File: config.mk
export PLATFORM = sky130hd
export DESIGN_NAME = regfile_sb
export DESIGN_NICKNAME = d
export VERILOG_FILES = /design/src/rtl/regfile_pkg.sv /design/src/rtl/regfile_scoreboard.sv /design/src/rtl/regfile_sb.sv
export SDC_FILE = /design/constraint.sdc
export NUM_CORES = 2
export LEC_CHECK = 0
export CORE_MARGIN = 4
export CORE_UTILIZATION = 43
export CTS_CLUSTER_DIAMETER = 50
export DETAILED_ROUTE_END_ITERATION = 12
export GPL_TIMING_DRIVEN = 1
export MAX_ROUTING_LAYER = met4
export SYNTH_ARGS = -nofsm -noshare
export SYNTH_HDL_FRONTEND = slang
export SYNTH_SLANG_ARGS = --single-unit
File: constraint.sdc
create_clock -name clock -period 3.7 [get_ports clock]
set_input_delay 0.74 -clock clock [delete_from_list [all_inputs] [get_ports clock]]
set_output_delay 0.74 -clock clock [all_outputs]
set_load 0.02 [all_outputs]
File: src/rtl/regfile_pkg.sv
// regfile_pkg: shared constants and types for the register file slice.
//   DATA_W_DEFAULT / ADDR_W_DEFAULT : default register width and address width
//   REG_ZERO                        : the hardwired-zero register index
//   reg_addr_t / reg_data_t         : address and data types at the default widths
package regfile_pkg;

  localparam int unsigned DATA_W_DEFAULT = 32;
  localparam int unsigned ADDR_W_DEFAULT = 5;

  localparam int unsigned REG_ZERO = 0;

  typedef logic [ADDR_W_DEFAULT-1:0] reg_addr_t;
  typedef logic [DATA_W_DEFAULT-1:0] reg_data_t;

endpackage

File: src/rtl/regfile_scoreboard.sv
// regfile_scoreboard: per-register busy bits for the pipelined datapath.
//   clk_i, rst_i           : clock and synchronous active-high reset
//   set_i, set_addr_i      : decode reserves a destination (marks busy)
//   clr_i, clr_addr_i      : writeback retires a producer (clears busy)
//   rd_addr1_i/rd_addr2_i  : lookup addresses
//   rd_busy1_o/rd_busy2_o  : stored busy bit for each lookup address
//   busy_count_o           : registered population count of the busy vector
// A set and a clear on the same register in one cycle leave it busy: the old
// producer retires while the newly issued one is still pending.
module regfile_scoreboard
  import regfile_pkg::*;
#(
  parameter int unsigned ADDR_W = ADDR_W_DEFAULT
) (
  input  logic              clk_i,
  input  logic              rst_i,
  input  logic              set_i,
  input  logic [ADDR_W-1:0] set_addr_i,
  input  logic              clr_i,
  input  logic [ADDR_W-1:0] clr_addr_i,
  input  logic [ADDR_W-1:0] rd_addr1_i,
  input  logic [ADDR_W-1:0] rd_addr2_i,
  output logic              rd_busy1_o,
  output logic              rd_busy2_o,
  output logic [ADDR_W:0]   busy_count_o
);

  localparam int unsigned Depth = 2 ** ADDR_W;

  logic [Depth-1:0] busy_q, busy_d;
  logic [ADDR_W:0]  count_q, count_d;

  logic set_hit, clr_hit, inc, dec;

  // Register zero can never be reserved or retired.
  assign set_hit = set_i & (set_addr_i != ADDR_W'(REG_ZERO));
  assign clr_hit = clr_i & (clr_addr_i != ADDR_W'(REG_ZERO));

  // Count tracks real transitions only, so it always equals popcount(busy_q).
  assign inc = set_hit & ~busy_q[set_addr_i];
  assign dec = clr_hit & busy_q[clr_addr_i] & ~(set_hit & (set_addr_i == clr_addr_i));

  always_comb begin
    busy_d = busy_q;
    if (clr_hit) begin
      busy_d[clr_addr_i] = 1'b0;
    end
    // Applied after the clear so a same-register set wins.
    if (set_hit) begin
      busy_d[set_addr_i] = 1'b1;
    end
    busy_d[0] = 1'b0;
  end

  always_comb begin
    count_d = count_q;
    unique case ({inc, dec})
      2'b10:   count_d = count_q + {{ADDR_W{1'b0}}, 1'b1};
      2'b01:   count_d = count_q - {{ADDR_W{1'b0}}, 1'b1};
      default: count_d = count_q;
    endcase
  end

  always_ff @(posedge clk_i) begin
    if (rst_i) begin
      busy_q  <= '0;
      count_q <= '0;
    end else begin
      busy_q  <= busy_d;
      count_q <= count_d;
    end
  end

  assign rd_busy1_o   = busy_q[rd_addr1_i];
  assign rd_busy2_o   = busy_q[rd_addr2_i];
  assign busy_count_o = count_q;

endmodule

File: src/rtl/regfile_sb.sv
// regfile_sb: MIPS general-purpose register file with busy scoreboard.
//   clock, reset            : rising-edge clock, synchronous active-high reset
//   read_reg1/2             : combinational read addresses
//   read_data1/2            : read data (register 0 always reads 0)
//   read_busy1/2            : read register has a pending producer
//   RegWrite, write_reg,
//   write_data              : writeback port; also retires the busy bit
//   reserve, dest_reg       : decode marks dest_reg busy
//   busy_count              : number of busy registers
// Build option: define REGFILE_BYPASS_EN to forward same-cycle writeback data
// (and its busy release) onto the read ports.
module regfile_sb
  import regfile_pkg::*;
#(
  parameter int unsigned DATA_W = DATA_W_DEFAULT,
  parameter int unsigned ADDR_W = ADDR_W_DEFAULT
) (
  input  logic              clock,
  input  logic              reset,
  input  logic [ADDR_W-1:0] read_reg1,
  input  logic [ADDR_W-1:0] read_reg2,
  output logic [DATA_W-1:0] read_data1,
  output logic [DATA_W-1:0] read_data2,
  output logic              read_busy1,
  output logic              read_busy2,
  input  logic              RegWrite,
  input  logic [ADDR_W-1:0] write_reg,
  input  logic [DATA_W-1:0] write_data,
  input  logic              reserve,
  input  logic [ADDR_W-1:0] dest_reg,
  output logic [ADDR_W:0]   busy_count
);

  localparam int unsigned Depth = 2 ** ADDR_W;

  logic [DATA_W-1:0] mem_q [Depth];
  logic [DATA_W-1:0] mem_d [Depth];

  logic wr_en;
  logic sb_busy1, sb_busy2;

  assign wr_en = RegWrite & (write_reg != ADDR_W'(REG_ZERO));

  always_comb begin
    mem_d = mem_q;
    if (wr_en) begin
      mem_d[write_reg] = write_data;
    end
  end

  always_ff @(posedge clock) begin
    if (reset) begin
      mem_q <= '{default: '0};
    end else begin
      mem_q <= mem_d;
    end
  end

  regfile_scoreboard #(
    .ADDR_W (ADDR_W)
  ) u_scoreboard (
    .clk_i        (clock),
    .rst_i        (reset),
    .set_i        (reserve),
    .set_addr_i   (dest_reg),
    .clr_i        (RegWrite),
    .clr_addr_i   (write_reg),
    .rd_addr1_i   (read_reg1),
    .rd_addr2_i   (read_reg2),
    .rd_busy1_o   (sb_busy1),
    .rd_busy2_o   (sb_busy2),
    .busy_count_o (busy_count)
  );

  always_comb begin
    read_data1 = (read_reg1 == ADDR_W'(REG_ZERO)) ? '0 : mem_q[read_reg1];
    read_busy1 = sb_busy1;
`ifdef REGFILE_BYPASS_EN
    // Forwarded result retires the producer, unless a new one issues now.
    if (wr_en && (write_reg == read_reg1)) begin
      read_data1 = write_data;
      read_busy1 = reserve & (dest_reg == read_reg1);
    end
`endif
  end

  always_comb begin
    read_data2 = (read_reg2 == ADDR_W'(REG_ZERO)) ? '0 : mem_q[read_reg2];
    read_busy2 = sb_busy2;
`ifdef REGFILE_BYPASS_EN
    if (wr_en && (write_reg == read_reg2)) begin
      read_data2 = write_data;
      read_busy2 = reserve & (dest_reg == read_reg2);
    end
`endif
  end

endmodule

==> out/results.ini <==
[run_status]
outcome = finished, final reports clean

[worst_setup_path]
crit_slowest_cell = a32oi_1
reg2reg_depth = 11
cp_top_family = buffers and inverters
arrival_ns = 2.96
cp_cell_sequence = buf_12 -> nand2b_2 -> buf_4 -> buf_4 -> o22ai_1 -> o21ai_0 -> o21ai_1 -> buf_4 -> a32oi_1 -> buf_4
crit_required_ns = 2.96
timing.rr.end = u_scoreboard.busy_count_o[5]
regToRegSetupSlack_ns = 0.46
crit_type = in -> out
cp_max_fo = 17
cp_num_buf_inv = 5
cp-start-kind = input pin
critPathMaxStageDelay_ns = 0.47
critPathCaptureType = primary output
rr_startpoint = u_scoreboard.busy_q[28]
cpMostUsedCell = buf_4

[synth]
netlist_instances = 5993
synth.area.top_cells = dfxtp_1 39%, mux4_2 22%, nand2_1 14%
synth_top_family_by_area = multiplexers
synth_cell_types = 57
synth-edff-count = 0
synth_area_um2 = 53890
yosys_warnings = 0
synth_fa_ha_area_frac = 0.001532
ys_ff_latch = 1061
syn_nets = 6055
synth_top_area_share = 0.3941
synth.avg_cell_area_um2 = 8.993
synth-simple-area-share = 0.1600
synth_flop_cell = dfxtp_1
synth_compound_area_frac = 0.1330
ys_seq_area_frac = 0.3941
synthArstFlopShare = 0
yosysTopAreaCell = dfxtp_1
synth_mux_area_frac = 0.2616
synth_xor_area_frac = 0.001138

[power_and_ir_drop]
finalPower_mw = 27.46
intPower_mw = 20.44
p_sw_mw = 7.026
p_clk_frac = 0.478
peakVddDrop_v = 0.0004206
sequentialPowerShare = 0.422
combinationalPowerShare = 0.101
power_density_nw_per_um2 = 422.6
switching_share = 0.2558
p_leak_nw = 22.01

[floorplanning]
core-area_um2 = 124100
dieArea_um2 = 131100
io_pins = 128
die_h_um = 362.0
rows = 129
start_util = 0.4342
die_w_um = 362.0

[layout]
layout.nets = 6226
final_layout_size_suffix_gt1_frac = 0.2502
layout_commonest_cell = nand2_1
n_fill_cell = 11040
instances_no_fill = 7905
layout_common_cells = 2032 x nand2_1, 1061 x dfxtp_1, 1001 x a21oi_1, 517 x mux4_2, 430 x buf_4
syn2layout_area_growth_pct = 20.58
post-route-util = 0.5236

[timing]
max_freq_mhz = 270.6
finClkSkew_ns = 0.01332
hold_viol = 0
hold_slack_ns = 0.3949
worst_pin_slew_ns = 0.8298
fin_crit_ns = 3.696
slew_viol_final = 0
slew_headroom = 0.4448
finalSetupViolCount = 0
period_share = 0.9988

[drt]
viasPerCell = 6.243
initialDrtViolationCount = 6525
routed-via-count = 49350
routedWlPerCell_um = 27.10
first_pass_iters = 6
wl_um = 214200
post-route-drc-count = 0
ant_nets = 0

[hold_path]
hold_class = in -> reg
hold_depth = 2
min_from = reset
min_to = mem_q[146]

[placed_design]
place_hpwl_um = 136500
gp_congestion = 0.9389
io_buffer_count = 127
dp.cells = 7649

[flow_run]
maxCapViolations = 0

[cts]
cts_sinks = 1061
cts.htree.levels = 4
numCtsBuffers = 131
cts_root_buffer = clkbuf_16
clock_path_buffers = 3
clk_latency_ns = 0.75
clk_pin_slew_worst_paths_ns = 0.06
cts_tree = done

[grt]
grt_pass1_vias = 46650
grt_overflow_total = 0
gr-usage-all-layers = 0.3274
grt_pass1_wl_um = 312200
antenna_found_initial = 6
grt_max_degree = 144

==> registers in the layout (all words and copies together) (netlist names) <==
signal and flops:
mem_q 1024, u_scoreboard.busy_count_o 6, u_scoreboard.busy_q 31
==> power groups by stage <==
stage          logic (mW)  clock network (mW)  registers, mW
4_1_cts              2.68                13.2           11.6
6_report             2.76                13.1           11.6
5_1_grt              2.85                13.7           11.6
3_3_place_gp         2.65                   0           11.8
2_1_floorplan        1.39                   0           11.8
3_5_place_dp         2.66                   0           11.8
==> logic make-up (layout without fill, tap and decap cells) <==
group	count (synthesis)	count (layout)
muxes	740	740
and+or+nand+nor	2233	2233
adders and majority gates	6	6
other	0	5
buffers and inverters	649	919
xor gates and xnor gates	7	7
DFF	1061	1061
AOI/OAI and AO/OA	1297	1297
==> through the flow <==
step	setup TNS (ns)	instance area [µm²]	setup WS (ns)
finish	0	64980	0.004274
global route	-0.001222	64980	-0.0006750
CTS	-0.003669	64730	-0.003669
detailed placement	-9.948	60130	-0.6477
global placement	-9.349	60130	-0.7089
floorplan	0	53900	0.04846
==> timing repair <==
| item | 4_1_cts | 5_1_grt |
|---|---|---|
| hold buffers | 0 | 0 |
| resized for setup | 75 | 14 |
| cloned | 2 | 1 |
| setup endpoints to repair | 59 | 17 |
| endpoints found under the hold margin | 0 | 0 |
| buffers inserted | 1 | 15 |
==> cells in the mapped netlist (40+ instances only) <==
cell      count
nor2b_1      40
clkbuf_1    463
o22ai_1      56
nand2_1    2064
buf_2       109
a21oi_1    1001
nor2_1       80
a22oi_1      61
dfxtp_1    1061
mux2i_1      45
mux2_2      170
mux4_2      517
==> routing by layer <==
| metal | global-route usage | part of all wire |
|---|---|---|
| met5 | - | 0 |
| met2 | 0.4940 | 0.45 |
| met3 | 0.06737 | 0.11 |
| met4 | 0.1505 | 0.054 |
| met1 | 0.4253 | 0.39 |
==> area by class of cell <==
cell class,instances,area [µm²],area share
flip-flops and latches,1061,21240,0.3269
clock inverters,50,534.3,0.008221
clock buffers,182,3857,0.05936
diodes,5,12.51,0.0001925
inverters,38,148.9,0.002291
repair buffers,649,6665,0.1026
multi-input cells,4283,30480,0.4690
well taps,1637,2048,0.03152
==> worst max-delay path by stage <==
stage                                               to          from  slack, ns  cells after the start
after floorplan           u_scoreboard.busy_count_o[4]   dest_reg[0]       0.05                     13
after global placement    u_scoreboard.busy_count_o[5]  write_reg[0]      -0.71                     13
after detailed placement  u_scoreboard.busy_count_o[5]  write_reg[0]      -0.65                     13
after CTS                                read_data1[5]  read_reg1[1]     -0.004                     10
after global routing                    read_data1[13]  read_reg1[0]    -0.0007                     10
final                                    read_data1[4]  read_reg1[0]      0.004                     10
(Power assumes the default switching activity.)
==> edit (config.mk and constraints unchanged) <==
`DATA_W_DEFAULT`: 32 -> 16.
--- a/src/rtl/regfile_pkg.sv
+++ b/src/rtl/regfile_pkg.sv
@@ -6,3 +6,3 @@
 
-  localparam int unsigned DATA_W_DEFAULT = 32;
+  localparam int unsigned DATA_W_DEFAULT = 16;
   localparam int unsigned ADDR_W_DEFAULT = 5;
Interface: changed (resized read_data1, read_data2 and write_data); port bits go from 128 to 80. The function was not compared with the original's and may differ.
==> edit against the unedited design <==
Synthesized area decreased by 47%. Hold slack improved by 72 ps. Routed wire length down 47%. Power fell by 47%. Highest routed layer unchanged. Design area decreased by 46%. Critical endpoint is now read_data1[9]. Critical path type unchanged. Setup slack got worse by 49 ps. Sequential cell count shrank 512. Non-clock buffer count is 191 lower. The run now ends with setup timing left.
==> edit: results (changes against the unedited design) <==
vias: 26810  # -46%
startpoint: "read_reg1[4]"
setup_viol: 1  # +1
timing.rr.start: "u_scoreboard.busy_q[11]$_SDFF_PP0_"
synth-seq-area-share_pct: 38.33  # -1.1 points
status: "complete, but fails checks"
antenna_found_initial: 3  # -3
synth_cell_type_count: 58  # +1.8%
io_buffer_count: 79  # -38%
crit_end: "read_data1[9]"
grt_pass1_vias: 26150  # -44%
leakagePower_nw: 12.19  # -45%
numCtsBuffers: 71  # -46%
critPathMaxFanout: 8  # -9
syn_nets: 3190  # -47%
skew_ps: 17.51  # +4.194 ps
layout-drive-gt1-share_pct: 24.56  # -0.46 points
hold_class: "flip-flop to flip-flop"
synth_commonest_cells: "nand2_1 (914), dfxtp_1 (549), a21oi_1 (476)"
place_ws_ps: -813.6  # -166.0 ps
ir_drop_uv: 301.7  # -28%
dp.cells: 4140  # -46%
grt_first_pass_wirelength_um: 166000  # -47%
synth.avg_cell_area_um2: 9.120  # +1.4%
dp_hpwl_um: 75750  # -44%
max_stage_delay_ps: 400  # -70 ps
wl_um: 112800  # -47%
violations: "setup timing"
grt_use_total_pct: 31.89  # -0.86 points
reg2regPathDepth: 12  # +1
nFillCells: 5859  # -47%
grt_start_max_net_pins: 120  # -17%
setup_ws_ps: -45.10  # -49.38 ps
cp.arrival_ps: 3010  # +50 ps
r2r_slack_ps: 430  # -30 ps
place.gp.congestion: 0.9674  # +3.0%
edit: per-layer routing:
layer / up-vias / global-route usage [%] / share of wire, %
li1: 11650 / - / -
met1: 13120 / 40.95 / 38
met2: 1695 / 47.44 / 45
met3: 342 / 8.191 / 12
met4: 0 / 14.98 / 5.4
met5: - / - / 0
edit: layout make-up:
cell class	count	area, um2	area share (%)
inverter	20	80.08	0.2282
clock inverter	29	362.8	1.034
sequential	549	10990	31.32
clock buffer	98	1978	5.638
antenna	4	10.01	0.02853
tap	864	1081	3.081
timing repair buffer	458	4125	11.76
multi-input combinational	2274	16460	46.91
edit: logic make-up after synthesis:
group                      count (synthesis)  synth area share [%]
and+or+nand+nor                         1204                 17.18
DFF                                      549                 38.33
adders and majority gates                  6                0.2880
AOI/OAI and AO/OA                        637                 12.47
buffers and inverters                    321                 4.818
muxes                                    420                 26.70
xor gates and xnor gates                   7                0.2138
edit: power by group through the flow:
stage               combinational (mW)  sequential (mW)  clock (mW)
floorplan                        0.801             6.12           0
global placement                  1.46             6.12           0
detailed placement                1.48             6.13           0
CTS                               1.48             6.00        7.00
global route                      1.60             6.00        7.25
finish                            1.54             6.00        6.92
edit: worst min path at each step:
| stage | from | end | slack (ps) |
|---|---|---|---|
| floorplan | mem_q[501]$_SDFFE_PP0P_ | mem_q[501]$_SDFFE_PP0P_ | 430 |
| global placement | mem_q[446]$_SDFFE_PP0P_ | mem_q[446]$_SDFFE_PP0P_ | 450 |
| CTS | mem_q[295]$_SDFFE_PP0P_ | mem_q[295]$_SDFFE_PP0P_ | 460 |
| detailed placement | mem_q[295]$_SDFFE_PP0P_ | mem_q[295]$_SDFFE_PP0P_ | 460 |
| finish | mem_q[295]$_SDFFE_PP0P_ | mem_q[295]$_SDFFE_PP0P_ | 470 |
| global route | mem_q[501]$_SDFFE_PP0P_ | mem_q[501]$_SDFFE_PP0P_ | 480 |
edit: metrics by stage:
| stage | instance area [um2] | setup TNS, ps | hold slack (ps) |
|---|---|---|---|
| floorplan | 28680 | 0 | 433.2 |
| global placement | 32390 | -12270 | 448.7 |
| detailed placement | 32390 | -13900 | 457.2 |
| CTS | 34820 | -377.6 | 464.7 |
| global route | 35090 | -39.46 | 481.7 |
| finish | 35090 | -45.10 | 466.8 |
edit: what timing repair did:
| item | CTS | global route |
|---|---|---|
| gates cloned | 0 | 3 |
| buffers inserted | 4 | 18 |
| pin swaps | 2 | 9 |
| gates resized for setup | 88 | 40 |
| setup endpoints to repair | 36 | 24 |
edit: worst register-to-register path: stages, from the launching register on:
cell and delay, ps:
dfxtp_1 380, mux4_2 490, a22o_1 220, a221oi_1 230, and3_1 190, nor3_1 70
ha_2 230, buf_4 150, ha_1 180, or4_4 480, mux2_4 280, a31o_1 170
a21oi_1 110
